==> src/rtl/spi_arbiter_if.sv <==
// Client-side bus of spi_arbiter: burst requests, tx byte feed, rx byte and completion returns.
interface spi_arbiter_if #(
    parameter int NUM_REQ = 4,
    parameter int LEN_W   = 4
);
    logic [NUM_REQ-1:0]       req;
    logic [NUM_REQ*LEN_W-1:0] req_len;
    logic [NUM_REQ*8-1:0]     tx_data;
    logic [NUM_REQ-1:0]       grant;
    logic [NUM_REQ-1:0]       tx_pop;
    logic [NUM_REQ-1:0]       rx_valid;
    logic [7:0]               rx_data;
    logic [NUM_REQ-1:0]       done;

    // Handshake: req is a level held until done; req_len is sampled at grant. tx_data must
    // always hold the next byte and advances after each tx_pop pulse. rx_valid, done and
    // tx_pop are single-cycle pulses with no back-pressure, so clients must always accept them.
    modport master (
        output req, req_len, tx_data,
        input  grant, tx_pop, rx_valid, rx_data, done
    );
    modport slave (
        input  req, req_len, tx_data,
        output grant, tx_pop, rx_valid, rx_data, done
    );
endinterface

==> src/rtl/spi_arbiter.sv <==
// Round-robin sharing of one 8-bit SPI shift core among NUM_REQ burst requesters.
// Optional watchdog abort of hung transfers is compiled in with `define SPI_ARB_WDOG_EN.
module spi_arbiter #(
    parameter int NUM_REQ  = 4,
    parameter int LEN_W    = 4,
    parameter int WDOG_CYC = 64
) (
    input  logic                clk,
    input  logic                rst,
    spi_arbiter_if.slave        bus,
    output logic                spi_start_o,
    output logic [7:0]          spi_data_in_o,
    input  logic                spi_busy_i,
    input  logic [7:0]          spi_data_out_i,
    output logic                err_o,
    output logic [1:0]          dbg_state_o
);
    localparam int IDX_W = $clog2(NUM_REQ);

    typedef enum logic [1:0] {
        S_IDLE      = 2'd0,
        S_START     = 2'd1,
        S_WAIT_BUSY = 2'd2,
        S_WAIT_DONE = 2'd3
    } state_t;

    if (NUM_REQ < 2 || NUM_REQ > 8 || WDOG_CYC < 2) begin : g_param_check
        $error("spi_arbiter: NUM_REQ must be 2..8 and WDOG_CYC at least 2");
    end

    state_t             state_q;
    logic [IDX_W-1:0]   winner_q;
    logic [IDX_W-1:0]   last_grant_q;
    logic [LEN_W-1:0]   byte_cnt_q;
    logic [NUM_REQ-1:0] grant_q;
    logic [NUM_REQ-1:0] tx_pop_q;
    logic [NUM_REQ-1:0] rx_valid_q;
    logic [NUM_REQ-1:0] done_q;
    logic [7:0]         rx_data_q;
    logic [7:0]         spi_data_in_q;
    logic               spi_start_q;
    logic               err_q;
    logic [IDX_W:0]     pick_d;
    logic               wdog_hit;

    // First pending requester after the previous owner, wrapping; MSB flags a valid pick.
    function automatic logic [IDX_W:0] rr_pick(input logic [NUM_REQ-1:0] r,
                                               input logic [IDX_W-1:0]   last);
        logic [IDX_W:0] res;
        int             idx;
        res = '0;
        for (int k = NUM_REQ; k >= 1; k--) begin
            idx = (int'(last) + k) % NUM_REQ;
            if (r[idx]) res = {1'b1, IDX_W'(idx)};
        end
        return res;
    endfunction

    assign pick_d = rr_pick(bus.req, last_grant_q);

`ifdef SPI_ARB_WDOG_EN
    localparam int WD_W = $clog2(WDOG_CYC + 1);
    logic [WD_W-1:0] wdog_q;
    logic            wdog_run;

    // Counts only while stalled in a wait state; any state change restarts it from zero.
    assign wdog_run = (state_q == S_WAIT_BUSY && !spi_busy_i) ||
                      (state_q == S_WAIT_DONE &&  spi_busy_i);
    assign wdog_hit = wdog_run && (wdog_q == WD_W'(WDOG_CYC - 1));

    always_ff @(posedge clk or posedge rst) begin
        if (rst) begin
            wdog_q <= '0;
        end else if (wdog_run && !wdog_hit) begin
            wdog_q <= wdog_q + 1'b1;
        end else begin
            wdog_q <= '0;
        end
    end
`else
    assign wdog_hit = 1'b0;
`endif

    always_ff @(posedge clk or posedge rst) begin
        if (rst) begin
            state_q       <= S_IDLE;
            winner_q      <= '0;
            last_grant_q  <= IDX_W'(NUM_REQ - 1);
            byte_cnt_q    <= '0;
            grant_q       <= '0;
            tx_pop_q      <= '0;
            rx_valid_q    <= '0;
            done_q        <= '0;
            rx_data_q     <= '0;
            spi_data_in_q <= '0;
            spi_start_q   <= 1'b0;
            err_q         <= 1'b0;
        end else begin
            spi_start_q <= 1'b0;
            tx_pop_q    <= '0;
            rx_valid_q  <= '0;
            done_q      <= '0;
            err_q       <= 1'b0;
            case (state_q)
                S_IDLE: begin
                    if (pick_d[IDX_W]) begin
                        winner_q   <= pick_d[IDX_W-1:0];
                        grant_q    <= NUM_REQ'(1) << pick_d[IDX_W-1:0];
                        byte_cnt_q <= bus.req_len[int'(pick_d[IDX_W-1:0])*LEN_W +: LEN_W];
                        state_q    <= S_START;
                    end
                end
                S_START: begin
                    spi_start_q   <= 1'b1;
                    spi_data_in_q <= bus.tx_data[int'(winner_q)*8 +: 8];
                    tx_pop_q      <= grant_q;
                    state_q       <= S_WAIT_BUSY;
                end
                S_WAIT_BUSY: begin
                    if (spi_busy_i) begin
                        state_q <= S_WAIT_DONE;
                    end else if (wdog_hit) begin
                        err_q        <= 1'b1;
                        done_q       <= grant_q;
                        grant_q      <= '0;
                        last_grant_q <= winner_q;
                        state_q      <= S_IDLE;
                    end
                end
                S_WAIT_DONE: begin
                    if (!spi_busy_i) begin
                        rx_data_q  <= spi_data_out_i;
                        rx_valid_q <= grant_q;
                        if (byte_cnt_q != '0) begin
                            byte_cnt_q <= byte_cnt_q - 1'b1;
                            state_q    <= S_START;
                        end else begin
                            done_q       <= grant_q;
                            grant_q      <= '0;
                            last_grant_q <= winner_q;
                            state_q      <= S_IDLE;
                        end
                    end else if (wdog_hit) begin
                        // Hung byte produces no rx_valid; the rest of the burst is dropped.
                        err_q        <= 1'b1;
                        done_q       <= grant_q;
                        grant_q      <= '0;
                        last_grant_q <= winner_q;
                        state_q      <= S_IDLE;
                    end
                end
                default: state_q <= S_IDLE;
            endcase
        end
    end

    assign bus.grant     = grant_q;
    assign bus.tx_pop    = tx_pop_q;
    assign bus.rx_valid  = rx_valid_q;
    assign bus.rx_data   = rx_data_q;
    assign bus.done      = done_q;
    assign spi_start_o   = spi_start_q;
    assign spi_data_in_o = spi_data_in_q;
    assign err_o         = err_q;
    assign dbg_state_o   = state_q;
endmodule

==> src/flat_wrapper.sv <==
// flat-port wrapper written by rule: the top's interface ports become plain ports
module spi_arbiter_flat 
#(
    parameter int NUM_REQ  = 4,
    parameter int LEN_W    = 4,
    parameter int WDOG_CYC = 64
)
  (clk, rst, spi_start_o, spi_data_in_o, spi_busy_i, spi_data_out_i, err_o, dbg_state_o, bus_req, bus_req_len, bus_tx_data, bus_grant, bus_tx_pop, bus_rx_valid, bus_rx_data, bus_done);
  spi_arbiter_if #(.NUM_REQ(NUM_REQ), .LEN_W(LEN_W)) bus_i ();
  input  logic clk;
  input  logic rst;
  output logic spi_start_o;
  output logic [7:0] spi_data_in_o;
  input  logic spi_busy_i;
  input  logic [7:0] spi_data_out_i;
  output logic err_o;
  output logic [1:0] dbg_state_o;
  input wire logic [$bits(bus_i.req)-1:0] bus_req;
  input wire logic [$bits(bus_i.req_len)-1:0] bus_req_len;
  input wire logic [$bits(bus_i.tx_data)-1:0] bus_tx_data;
  output wire logic [$bits(bus_i.grant)-1:0] bus_grant;
  output wire logic [$bits(bus_i.tx_pop)-1:0] bus_tx_pop;
  output wire logic [$bits(bus_i.rx_valid)-1:0] bus_rx_valid;
  output wire logic [$bits(bus_i.rx_data)-1:0] bus_rx_data;
  output wire logic [$bits(bus_i.done)-1:0] bus_done;
  assign bus_i.req = bus_req;
  assign bus_i.req_len = bus_req_len;
  assign bus_i.tx_data = bus_tx_data;
  assign bus_grant = bus_i.grant;
  assign bus_tx_pop = bus_i.tx_pop;
  assign bus_rx_valid = bus_i.rx_valid;
  assign bus_rx_data = bus_i.rx_data;
  assign bus_done = bus_i.done;
  spi_arbiter #(.NUM_REQ(NUM_REQ), .LEN_W(LEN_W), .WDOG_CYC(WDOG_CYC)) u_core (.clk(clk), .rst(rst), .bus(bus_i), .spi_start_o(spi_start_o), .spi_data_in_o(spi_data_in_o), .spi_busy_i(spi_busy_i), .spi_data_out_i(spi_data_out_i), .err_o(err_o), .dbg_state_o(dbg_state_o));
endmodule
==> config.mk <==
export PLATFORM = sky130hd
export DESIGN_NAME = spi_arbiter_flat
export DESIGN_NICKNAME = d
export VERILOG_FILES = /design/src/rtl/spi_arbiter_if.sv /design/src/rtl/spi_arbiter.sv /design/src/flat_wrapper.sv
export SDC_FILE = /design/constraint.sdc
export NUM_CORES = 1
export LEC_CHECK = 0
export CAP_MARGIN = 20
export CORE_MARGIN = 2
export CORE_UTILIZATION = 41
export CTS_CLUSTER_SIZE = 12
export DETAILED_ROUTE_END_ITERATION = 8
export PLACE_DENSITY = 0.79
export RECOVER_POWER = 50
export REMOVE_ABC_BUFFERS = 1
export SETUP_SLACK_MARGIN = 0.5
export SYNTH_ARGS = -nofsm -noshare
export SYNTH_HDL_FRONTEND = slang
export SYNTH_SLANG_ARGS = --single-unit
==> constraint.sdc <==
create_clock -name clk -period 2.4 [get_ports clk]
set_input_delay 0.36 -clock clk [delete_from_list [all_inputs] [get_ports clk]]
set_output_delay 0.36 -clock clk [all_outputs]
set_load 0.005 [all_outputs]
After elaboration in Yosys (flattened, before gate mapping)

Index checks and enable logic that the tools add are counted.

Word-level logic and storage cells: 86
Register bits: 43
Input bits: 63
Output and inout port bits: 36

Magnitude comparators: 4
Multiplexer cells: 36
Eq/ne operators: 8
Bitwise logic cells: 6
Reductions and logical operators: 13
Shift-type cells: 3
Add/sub/neg operators: 5

Operator list:

| operator                                                    | count |
|---|---|
| two-way mux 4 bit                                           | 12 |
| indexed part select 32 x 6 -> 8 bit                         | 1 |
| less-than comparator 3 x 4 -> 1 bit (second input constant) | 4 |
| one-hot mux 4 bit (2 select lines)                          | 2 |
| indexed part select 16 x 5 -> 4 bit                         | 1 |
| two-way mux 3 bit                                           | 4 |
| two-way mux 1 bit                                           | 10 |
| binary-select mux 1 bit (select 2 bit)                      | 4 |
| one-hot mux 2 bit (4 select lines)                          | 1 |
| AND reduction 4 bit                                         | 2 |
| OR reduction 2 bit                                          | 4 |
| two-way mux 2 bit                                           | 3 |
| != test 2 bit (second input constant)                       | 3 |
| AND reduction 3 bit                                         | 2 |
| adder 2 x 1 -> 2 bit (second input constant)                | 2 |
| adder 2 bit (second input constant)                         | 2 |
| bitwise AND 1 bit (first input constant)                    | 4 |
| == test 2 bit (second input constant)                       | 2 |
| != test 2 x 1 -> 1 bit (second input constant)              | 2 |
| AND reduction 2 bit                                         | 2 |
| nonzero test 4 bit                                          | 1 |
| << shifter 1 x 2 -> 4 bit (first input constant)            | 1 |
| subtractor 4 x 1 -> 4 bit (second input constant)           | 1 |
| == test 2 x 1 -> 1 bit (second input constant)              | 1 |
| other kinds (3)                                             | 4 |

Longest topological paths before layout

Gate-level depths: netlist of run 1.

Depth after elaboration: 13
Depth in mapped cells: 8
Gate-level depth less buffers: 8

Worst setup path before layout of run 1

Ideal clock, no wire load.

Path kind: register to register
Start point: register u_core.byte_cnt_q[0]
End point: register u_core.grant_q[1] (netlist: u_core.bus.grant[1])
Period minus slack after synthesis: 1929 ps
Data required time: 2278 ps
Cell stages (with the launch flop): 7
Data arrival time: 1808 ps
Path buffers: 0
Path slack: 471 ps
Setup time: 122 ps
Cell sequence: dfrtp_1 -> inv_1 -> ha_1 -> or3b_2 -> nor3b_2 -> o21ai_0 -> a32o_1

Longest elaborated chain between the ends: 3

Ends and longest elaborated chain:

| element                       | RTL line           | text |
|---|---|---|
| start: declaration            | spi_arbiter.sv:34  | `logic [LEN_W-1:0] byte_cnt_q;` |
| start signal: assignment      | spi_arbiter.sv:109 | `byte_cnt_q <= bus.req_len[int'(pick_d[IDX_W-1:0])*LEN_W +: LEN_W];` |
| start signal: assignment      | spi_arbiter.sv:135 | `byte_cnt_q <= byte_cnt_q - 1'b1;` |
| nonzero test 4 bit            | spi_arbiter.sv:134 | `if (byte_cnt_q != '0) begin` |
| != test 2 bit (no line)       | n/a                |  |
| AND reduction 4 bit (no line) | n/a                |  |
| end signal: assignment        | spi_arbiter.sv:108 | `grant_q <= NUM_REQ'(1) << pick_d[IDX_W-1:0];` |
| end: declaration              | spi_arbiter.sv:35  | `logic [NUM_REQ-1:0] grant_q;` |

No other way between the ends.
A chain may end at the register's enable or synchronous reset.

Worst setup path after layout of run 1

Start point: register u_core.state_q[1] (netlist: u_core.dbg_state_o[1])
End point: register u_core.rx_data_q[6] (netlist: u_core.bus.rx_data[6])

Longest elaborated chain between the ends: 2

Ends and longest elaborated chain:

| element                       | RTL line           | text |
|---|---|---|
| start: declaration            | spi_arbiter.sv:31  | `state_t state_q;` |
| start signal: assignment      | spi_arbiter.sv:86  | `state_q <= S_IDLE;` |
| start signal: assignment      | spi_arbiter.sv:110 | `state_q <= S_START;` |
| start signal: assignment      | spi_arbiter.sv:117 | `state_q <= S_WAIT_BUSY;` |
| == test 2 bit                 | spi_arbiter.sv:104 | `case (state_q)` |
| AND reduction 2 bit (no line) | n/a                |  |
| end signal: assignment        | spi_arbiter.sv:132 | `rx_data_q <= spi_data_out_i;` |
| end: declaration              | spi_arbiter.sv:39  | `logic [7:0] rx_data_q;` |

No other way between the ends.

==> results of run 1 <==
## power groups by stage
stage | Sequential, mW | Clock (mW) | Combinational [mW]
final | 1.27 | 0.443 | 1.78
after global routing | 1.32 | 0.483 | 1.94
after CTS | 1.27 | 0.458 | 1.75
after detailed placement | 1.29 | 0 | 1.69
after global placement | 1.27 | 0 | 1.65
after floorplan | 1.25 | 0 | 0.885
## flip-flops by register name, indices dropped and copies added, names as in the netlist
signal	count
u_core.bus.tx_pop	4
u_core.bus.rx_valid	4
u_core.bus.rx_data	8
u_core.bus.done	4
u_core.spi_start_o	1
u_core.last_grant_q	2
u_core.bus.grant	4
u_core.byte_cnt_q	4
u_core.dbg_state_o	2
u_core.spi_data_in_o	8
u_core.winner_q	2
## worst max path at each step
stage                           startpoint                    end
finish               u_core.dbg_state_o[1]  u_core.bus.rx_data[6]
detailed placement              bus_req[3]   u_core.byte_cnt_q[3]
global route         u_core.dbg_state_o[1]  u_core.bus.rx_data[6]
floorplan            u_core.dbg_state_o[1]   u_core.byte_cnt_q[3]
CTS                 u_core.last_grant_q[1]   u_core.byte_cnt_q[3]
global placement                bus_req[1]   u_core.byte_cnt_q[3]
## area by class of cell
| cell class | count | area [sq um] | share of cell area |
|---|---|---|---|
| flip-flops and latches | 43 | 1080 | 0.317 |
| repair buffers | 109 | 1060 | 0.312 |
| multi-input cells | 121 | 1060 | 0.311 |
| well taps | 70 | 87.6 | 0.0257 |
| clock buffers | 6 | 72.6 | 0.0213 |
| inverters | 9 | 33.8 | 0.00991 |
| clock inverters | 2 | 12.5 | 0.00367 |
## cell usage after synthesis (all sizes together) (3+ instances only)
master and instances:
dfrtp 41, and2 12, clkbuf 3, ha 7, buf 4, inv 9
nor2 7, mux2i 5, mux4 8, nor2b 3, o21ai 7, a21oi 4
mux2 21, nand2 18, o22ai 5, nand2b 3
## logic make-up after synthesis
group | share of synthesized area
adders and majority gates | 0.0403
and+or+nand+nor | 0.122
buffers and inverters | 0.0305
other | 0.00173
muxes | 0.215
AOI/OAI and AO/OA | 0.0945
DFF | 0.497
## per-layer routing
layer / up-vias / GRT usage
met5: - / 0
met4: 0 / 0.0545
met3: 11 / 0.0424
met2: 61 / 0.346
met1: 879 / 0.210
li1: 857 / -
## through the flow
step	worst slack [ns]	utilization	cells
after CTS	0.506	0.662	358
after detailed placement	0.114	0.639	347
after global routing	0.299	0.667	360
after global placement	0.187	0.639	347
final	0.388	0.667	360
after floorplan	0.167	-	173
## what timing repair did
action / 4_1_cts / 5_1_grt
setup buffers: 3 / 2
pin swaps: 2 / 2
gates resized for setup: 9 / 11
setup endpoints to repair: 9 / 7
## critical path: cells and delay by family, from the launching register on
family        cells  cell delay (ns)
buf+inv           1             0.54
flops             1             0.45
mux               1             0.41
fa+ha+maj         1             0.26
simple gates      1             0.23
==> results.py, run 1 <==
metrics = {
    "die": {
        "io_pins": 99,
        "rows": 26,
        "die_x_um": 76.8,
        "die_area_sq_mm": 0.00590,
        "start_util": 0.425,
        "die_h_um": 76.8,
        "core_area_sq_mm": 0.00511,
    },
    "routing": {
        "drc": 0,
        "dr_wl_met3_um": 277,
        "routed.top_layer": "met4",
        "dr_wl_met2_mm": 2.74,
        "route.vias.total": 1808,
        "ant_nets": 0,
        "wl_per_cell_um": 14.5,
        "drt-total-wl_mm": 5.23,
        "drt_pass1_iterations": 4,
        "vias_per_cell": 5.02,
        "drt-met1-wl_mm": 2.12,
        "drt_iter0_drc": 58,
    },
    "cts": {
        "clk_latency_ns": 0.29,
        "htree_levels": 2,
        "clockRootBuffer": "clkbuf_8",
        "numCtsBuffers": 5,
        "clkSlewWorstSetupHoldPaths_ns": 0.08,
        "clock_path_buffers": 2,
        "clock_sinks": 43,
        "cts_hold_buf": 0,
        "cts_tree": "built",
    },
    "worst_hold_path": {
        "worstHoldStart": "u_core.spi_data_in_o[1]",
        "hold_class": "reg2reg",
        "holdPathStages": 1,
        "holdPathEnd": "u_core.spi_data_in_o[1]",
    },
    "worst_setup_path": {
        "slowest_stage": "clkbuf_1",
        "r2r_end": "u_core.bus.rx_data[6]",
        "critical_path_class": "reg2reg",
        "worstPathRequired_ns": 2.57,
        "start_kind": "flip-flop",
        "worst_path_largest_cell_delay_ns": 0.54,
        "worstReg2RegStart": "u_core.dbg_state_o[1]",
        "end_kind": "flip-flop",
        "cp_max_fo": 12,
        "r2r_slack_ns": 0.39,
        "arrival_ns": 2.18,
        "r2r_cells": 4,
        "path_cells": "ha_4, nor2b_1, clkbuf_1, mux2_2",
    },
    "logic_synthesis": {
        "synthDistinctLibCells": 39,
        "synth_top_area_share": 0.472,
        "ys_warn_count": 0,
        "synth-seq-area-share": 0.497,
        "synthTopCellsByArea": "dfrtp_1 47%, mux2_2 11%, mux4_2 8.3%, ha_1 4.0%, and2_1 3.5%",
        "ys_ff_latch": 43,
        "synthArstFlopShare": 1.00,
        "synth_edf_count": 0,
        "synth_top_cell_by_area": "dfrtp_1",
        "syn-instance-count": 180,
        "ys.flop_type": "dfrtp_1",
        "syn_area_sq_mm": 0.00217,
        "synth_area_per_cell_sq_um": 12.1,
    },
    "flow_run": {
        "cap_violations": 0,
    },
    "timing": {
        "hold_violations": 0,
        "period_share": 0.838,
        "worst_pin_slew_ns": 1.05,
        "grt_setup_unrepaired": "yes",
        "drv_slew": 0,
        "fin_tns_setup_ns": 0,
        "skew_ns": 0.00859,
        "hold_ws_ns": 0.510,
        "slew_headroom": 0.299,
        "period_needed_ns": 2.01,
        "setup_violations": 0,
        "clock.fmax_mhz": 497,
    },
    "pwr": {
        "internal-power_mw": 2.33,
        "switching_power_mw": 1.16,
        "clock_power_share": 0.127,
        "leakagePower_nw": 1.46,
        "irDropWorstVdd_v": 0.000589,
        "pwr-share-seq": 0.364,
        "swShare": 0.332,
        "p_per_area_mw_per_mm2": 1020,
        "combPwrFrac": 0.509,
        "p_total_mw": 3.49,
    },
    "cells_and_area": {
        "final_common_cell": "clkdlybuf4s50_1",
        "final_cell_mix": "86 x clkdlybuf4s50_1, 40 x dfrtp_1, 21 x mux2_2",
        "nets": 359,
        "n_antenna_cell": 0,
        "fillers": 403,
        "area_delta_synth_final_pct": 56.9,
        "fin_area_sq_mm": 0.00341,
        "drive_gt1_frac": 0.228,
    },
    "place": {
        "port_buffers": 97,
        "place_area_sq_mm": 0.00326,
        "hpwl_mm": 3.88,
        "gp_congestion": 0.801,
    },
    "grt": {
        "grt_pass1_wl_mm": 8.80,
        "grt_overflow": 0,
        "gr-usage-all-layers": 0.186,
        "antenna_found_initial": 0,
        "grt_pass1_vias": 1955,
        "grt_max_degree": 44,
    },
    "run_status": {
        "status": "finished clean",
    },
}
Note: power is estimated with default switching activity, not from simulation.
==> run 2: changes to the inputs <==
==> constraint.sdc (replaced) <==
create_clock -name clk -period 1.9 [get_ports clk]
set_input_delay 0.285 -clock clk [delete_from_list [all_inputs] [get_ports clk]]
set_output_delay 0.285 -clock clk [all_outputs]
set_load 0.005 [all_outputs]
==> run 2 against run 1 <==
Effect of this change:
- total power rose by 48%
- critical path depth rose by 5
- fmax up 7.7%
- die area stayed put
- sequential share of layout area down 3.8 points
- global-route usage up 1.9 points
- critical path type unchanged
- combinational power is 72% higher
- final cell count is 11% higher
- count of clock-buffer cells in the layout unchanged
- clock power increased by 29%
==> results.py, run 2 (synthesis results as in run 1) <==
metrics = {
    "pwr": {
        "combPwrFrac": 0.593,
        "pwr-share-seq": 0.297,
        "p_per_area_mw_per_mm2": 1330,
        "internal-power_mw": 3.41,
        "irDropWorstVdd_v": 0.000918,
        "clock_power_share": 0.110,
        "swShare": 0.340,
        "leakagePower_nw": 1.82,
        "switching_power_mw": 1.76,
    },
    "cells_and_area": {
        "final_common_cell": "clkdlybuf4s50_1",
        "fin_area_sq_mm": 0.00388,
        "n_antenna_cell": 0,
        "multiInputGateArea_sq_mm": 0.00119,
        "drive_gt1_frac": 0.393,
        "nets": 397,
        "final_cell_mix": "57 x clkdlybuf4s50_1, 38 x dfrtp_1, 35 x dlygate4sd2_1, 35 x buf_4",
        "final_util": 0.759,
        "register_area_sq_mm": 0.00108,
        "area_delta_synth_final_pct": 78.6,
        "fillers": 348,
    },
    "routing": {
        "drt_iter0_drc": 90,
        "route.vias.total": 1976,
        "drt-total-wl_mm": 6.24,
        "vias_per_cell": 4.96,
        "dr_wl_met2_mm": 3.46,
        "routed.top_layer": "met4",
        "ant_nets": 0,
        "dr_wl_met3_um": 282,
        "drt-met1-wl_mm": 2.44,
        "drc": 0,
        "wl_per_cell_um": 15.7,
        "drt_pass1_iterations": 4,
    },
    "timing": {
        "hold_violations": 0,
        "drv_slew": 0,
        "skew_ns": 0.00395,
        "period_needed_ns": 1.87,
        "clock.fmax_mhz": 535,
        "worst_pin_slew_ns": 0.712,
        "setup_violations": 0,
        "grt_setup_unrepaired": "yes",
        "fin_tns_setup_ns": 0,
        "slew_headroom": 0.525,
        "period_share": 0.983,
        "worst_slack_ns": 0.0316,
    },
    "grt": {
        "grt_pass1_vias": 1985,
        "grt_overflow": 0,
        "antenna_found_initial": 0,
        "grt_max_degree": 27,
        "gr-usage-all-layers": 0.205,
        "grt_pass1_wl_mm": 9.60,
    },
    "worst_setup_path": {
        "cp_max_fo": 5,
        "worst_path_largest_cell_delay_ns": 0.40,
        "start_kind": "flip-flop",
        "path_cells": "inv_2, ha_4, or3b_4, a21oi_2, a31oi_1, buf_4, nand2_4, nor2_2, a211o_1",
        "slowest_stage": "dfrtp_1",
        "worstReg2RegStart": "u_core.byte_cnt_q[0]",
        "r2r_slack_ns": 0.03,
        "critical_path_class": "reg2reg",
        "path_depth": 9,
        "arrival_ns": 2.06,
        "r2r_cells": 9,
        "endpoint": "u_core.byte_cnt_q[3]",
        "r2r_end": "u_core.byte_cnt_q[3]",
        "end_kind": "flip-flop",
        "cp_num_buf_inv": 2,
        "worstPathRequired_ns": 2.09,
        "crit_family": "simple AND/OR/NAND/NOR gates",
        "crit_start": "u_core.byte_cnt_q[0]",
    },
    "die": {
        "rows": 26,
        "die_area_sq_mm": 0.00590,
        "core_area_sq_mm": 0.00511,
        "die_x_um": 76.8,
        "io_pins": 99,
        "start_util": 0.425,
        "die_h_um": 76.8,
    },
    "cts": {
        "cts_tree": "built",
        "clockRootBuffer": "clkbuf_8",
        "cts_hold_buf": 0,
        "clock_sinks": 43,
        "clock_path_buffers": 2,
        "clkSlewWorstSetupHoldPaths_ns": 0.08,
        "clk_latency_ns": 0.30,
        "numCtsBuffers": 5,
        "htree_levels": 2,
    },
    "place": {
        "pre_cts_ws_ns": -0.258,
        "port_buffers": 97,
        "hpwl_mm": 4.01,
        "gp_congestion": 0.813,
        "place_area_sq_mm": 0.00342,
    },
    "run_status": {
        "status": "finished clean",
    },
    "flow_run": {
        "cap_violations": 0,
    },
    "worst_hold_path": {
        "hold_class": "reg2reg",
    },
}
==> run 2: cell types whose count changed in the layout (fill, tap and decap cells not counted), sizes merged, moves of 2 or more <==
cell	delta
buf	+39
dlygate4sd2	+32
clkdlybuf4s50	-29
dlygate4sd3	-7
clkdlybuf4s15	+2
==> run 2: stage by stage <==
| stage | hold slack, ns | power (mW) | instances |
|---|---|---|---|
| after global placement | 0.488 | 3.90 | 366 |
| final | 0.507 | 5.17 | 398 |
| after CTS | 0.296 | 4.76 | 390 |
| after detailed placement | 0.494 | 3.96 | 366 |
| after global routing | 0.528 | 5.51 | 398 |
| after floorplan | 0.437 | 2.69 | 173 |
==> run 2: how the worst min path moves through the flow <==
stage                            start                 endpoint  slack [ns]  cells past startpoint
2_1_floorplan        spi_data_out_i[0]    u_core.bus.rx_data[0]        0.44                      1
5_1_grt        u_core.spi_data_in_o[4]  u_core.spi_data_in_o[4]        0.53                      1
3_3_place_gp     u_core.bus.rx_data[0]    u_core.bus.rx_data[0]        0.49                      1
3_5_place_dp     u_core.bus.rx_data[6]    u_core.bus.rx_data[6]        0.49                      1
4_1_cts                            rst  u_core.spi_data_in_o[6]        0.30                      2
6_report       u_core.spi_data_in_o[5]  u_core.spi_data_in_o[5]        0.51                      1
==> run 2: area by class of cell <==
| class | instances | share of cell area |
|---|---|---|
| Timing Repair Buffer | 147 | 0.360 |
| Multi-Input combinational cell | 121 | 0.308 |
| Sequential cell | 43 | 0.279 |
| Tap cell | 70 | 0.0226 |
| Clock buffer | 6 | 0.0187 |
| Inverter | 9 | 0.00871 |
| Clock inverter | 2 | 0.00323 |
==> run 2: power groups by stage <==
stage / logic [mW] / clock network, mW / registers (mW)
global route: 3.31 / 0.625 / 1.58
floorplan: 1.12 / 0 / 1.58
CTS: 2.66 / 0.586 / 1.51
global placement: 2.31 / 0 / 1.59
detailed placement: 2.36 / 0 / 1.60
finish: 3.07 / 0.571 / 1.54
==> run 2: what timing repair did <==
item                                    in CTS  in global routing
endpoints found under the setup margin      75                 39
endpoints found under the hold margin        0                  0
gates resized for setup                     72                 38
setup buffers                               16                  7
cloned                                       0                  1
pin swaps                                    7                  6
==> run 2: worst register-to-register path, delay by kind of cell (launching register included) <==
family                     cells  cell delay [ns]
DFF                            1             0.40
buffers and inverters          2             0.26
and+or+nand+nor                3             0.52
adders and majority gates      1             0.13
AOI/OAI and AO/OA              3             0.45
==> run 2: routing by layer <==
metal,GRT usage,vias up
met3,0.0447,5
met1,0.245,984
li1,-,937
met5,0,-
met4,0.0527,0
met2,0.373,50
==> patch (config.mk and constraints of run 2) <==
Build with the macro `SPI_ARB_WDOG_EN` defined.
--- a/src/rtl/spi_arbiter.sv
+++ b/src/rtl/spi_arbiter.sv
@@ -1,5 +1,7 @@
 // Round-robin sharing of one 8-bit SPI shift core among NUM_REQ burst requesters.
 // Optional watchdog abort of hung transfers is compiled in with `define SPI_ARB_WDOG_EN.
+`define SPI_ARB_WDOG_EN
+
 module spi_arbiter #(
     parameter int NUM_REQ  = 4,
     parameter int LEN_W    = 4,
Function: no difference found for any inputs over 10 cycles, from zero or initial values and one cycle with rst high; that may be too few to reach the edited logic, so the function may still have changed.
==> patch against run 2 <==
Synthesized cell count increased by 17%. Clock power increased by 27%. Worst setup slack got worse by 0.013 ns. Hold slack got worse by 0.10 ns. Area after synthesis increased by 17%. Sequential power increased by 12%. Sequential share of layout area increased by 0.71 points. Power increased by 14%. Fmax decreased by 0.68%. Sequential cell count increased by 8. Count of clock-buffer cells in the layout decreased by 1. Design area increased by 15%. Wire length increased by 25%. Highest routed layer unchanged.
==> patch: results <==
group,metric,value,unit
run_status,outcome,"completed",
placement,dp_hpwl,4690,um
route,vias_per_cell,5.30,
synthesis,yosys.area_share.adder,1.38,%
sta,fin_skew,0.00784,ns
synthesis,ys_types,49,
final_layout,layout-drive-gt1-share,40.0,%
synthesis,yosys-top-cells-count,"dfrtp_1, nand2_1, mux2_2, and2_1, nor2_1",
placement,portBuffers,98,
synthesis,muxShareOfSynthArea,15.8,%
final_layout,nets,430,
cts,cts_root_buf,"clkbuf_8",
synthesis,synth_area_leaders,"dfrtp_1, mux2_2, mux4_2, a21boi_0, and2_1",
setup_path,critPathSlowestCell,"dfrtp_1",
synthesis,yosysSeqAreaShare,50.3,%
final_layout,fillers,385,
setup_path,critical-path-top-delay-family,"compound AO/OA/AOI/OAI gates",
grt,grt_pass1_vias,2425,
power,power.switching,2.01,mW
grt,grt_util_met3,4.57,%
synthesis,synth_compound_area_share,13.1,%
route,drtIter0Drc,78,
grt,grt_pass1_wl,11100,um
hold_path,hp-class,"in -> async",
synthesis,synthXorXnorAreaFrac,1.72,%
setup_path,cp.arrival,2.11,ns
placement,finalWeightedCongestion,0.850,
grt,grt_use_met1,23.0,%
grt,grt_usage,21.8,%
power,ir_worst_vdd,0.699,mV
placement,pre_cts_ws,-0.247,ns
setup_path,crit_fanout,4,
setup_path,ff2ff_path_depth,7,
power,p_leak,2.08,nW
sta,maxSlewHeadroom,49.7,%
setup_path,slowest_delay,0.38,ns
grt,grtUsageMet2,41.3,%
route,wirelength,7780,um
## patch: layout make-up
class                   count  area [um^2]  share of cell area [%]
multi-input cells         141         1480                    33.1
clock inverters             2         37.5                   0.840
well taps                  75         93.8                    2.10
repair buffers            159         1490                    33.3
inverters                   7         26.3                   0.588
flip-flops and latches     51         1280                    28.6
clock buffers               5         68.8                    1.54
## patch: routing by layer
layer | vias to the layer above | wire length, um
met5 | - | 0
met1 | 1140 | 2900
met3 | 19 | 487
li1 | 1066 | -
met4 | 0 | 248
met2 | 108 | 4140
## patch: final timing paths
kind	startpoint	to	slack (ns)
hold / removal	rst	u_core.dbg_state_o[1]$_DFFE_PP0P_	0.40
max in group asynchronous	rst	u_core.winner_q[0]$_DFFE_PP0P_	0.49
setup / recovery	u_core.wdog_q[0]$_DFF_PP0_	u_core.last_grant_q[0]$_DFFE_PP1P_	0.02
setup reg to reg	u_core.wdog_q[0]$_DFF_PP0_	u_core.last_grant_q[0]$_DFFE_PP1P_	0.02
min in group clk	u_core.bus.rx_data[5]$_DFFE_PP0P_	u_core.bus.rx_data[5]$_DFFE_PP0P_	0.51
hold reg to reg	u_core.bus.rx_data[5]$_DFFE_PP0P_	u_core.bus.rx_data[5]$_DFFE_PP0P_	0.51
## patch: cell families after synthesis
| logic type | Yosys count |
|---|---|
| adder cells (fa/ha/maj) | 3 |
| flip-flops | 51 |
| XOR/XNOR | 5 |
| multiplexers | 27 |
| buffers and inverters | 18 |
| AO/OA/AOI/OAI | 42 |
| AND/OR/NAND/NOR | 64 |
## patch: worst reg2reg max path: stages, from the launching register on
cell	delay, ns
dfrtp_1	0.38
ha_2	0.22
nand3_4	0.09
nor3_4	0.27
a21oi_2	0.11
a311oi_4	0.28
buf_6	0.16
mux2_4	0.30
## patch: timing repair
item | 4_1_cts | 5_1_grt
setup endpoints to repair | 74 | 46
pin swaps | 15 | 18
resized for setup | 87 | 67
endpoints found under the hold margin | 0 | 0
gates cloned | 2 | 1
setup buffers | 22 | 8
hold buffers | 0 | 0
## patch: stage by stage
stage                     power [mW]  std cells  area, um^2  setup TNS, ns
after floorplan                 2.90        199        2470              0
after global placement          4.06        400        3770         -0.588
after detailed placement        4.14        400        3770          -1.52
after CTS                       5.28        431        4180              0
after global routing            6.24        440        4470         -0.396
final                           5.90        440        4470              0
## patch: power groups by stage
stage | logic, mW | clock network [mW] | registers [mW]
floorplan | 1.10 | 0 | 1.80
global placement | 2.33 | 0 | 1.73
detailed placement | 2.39 | 0 | 1.75
CTS | 2.85 | 0.734 | 1.70
global route | 3.69 | 0.787 | 1.76
finish | 3.45 | 0.728 | 1.72
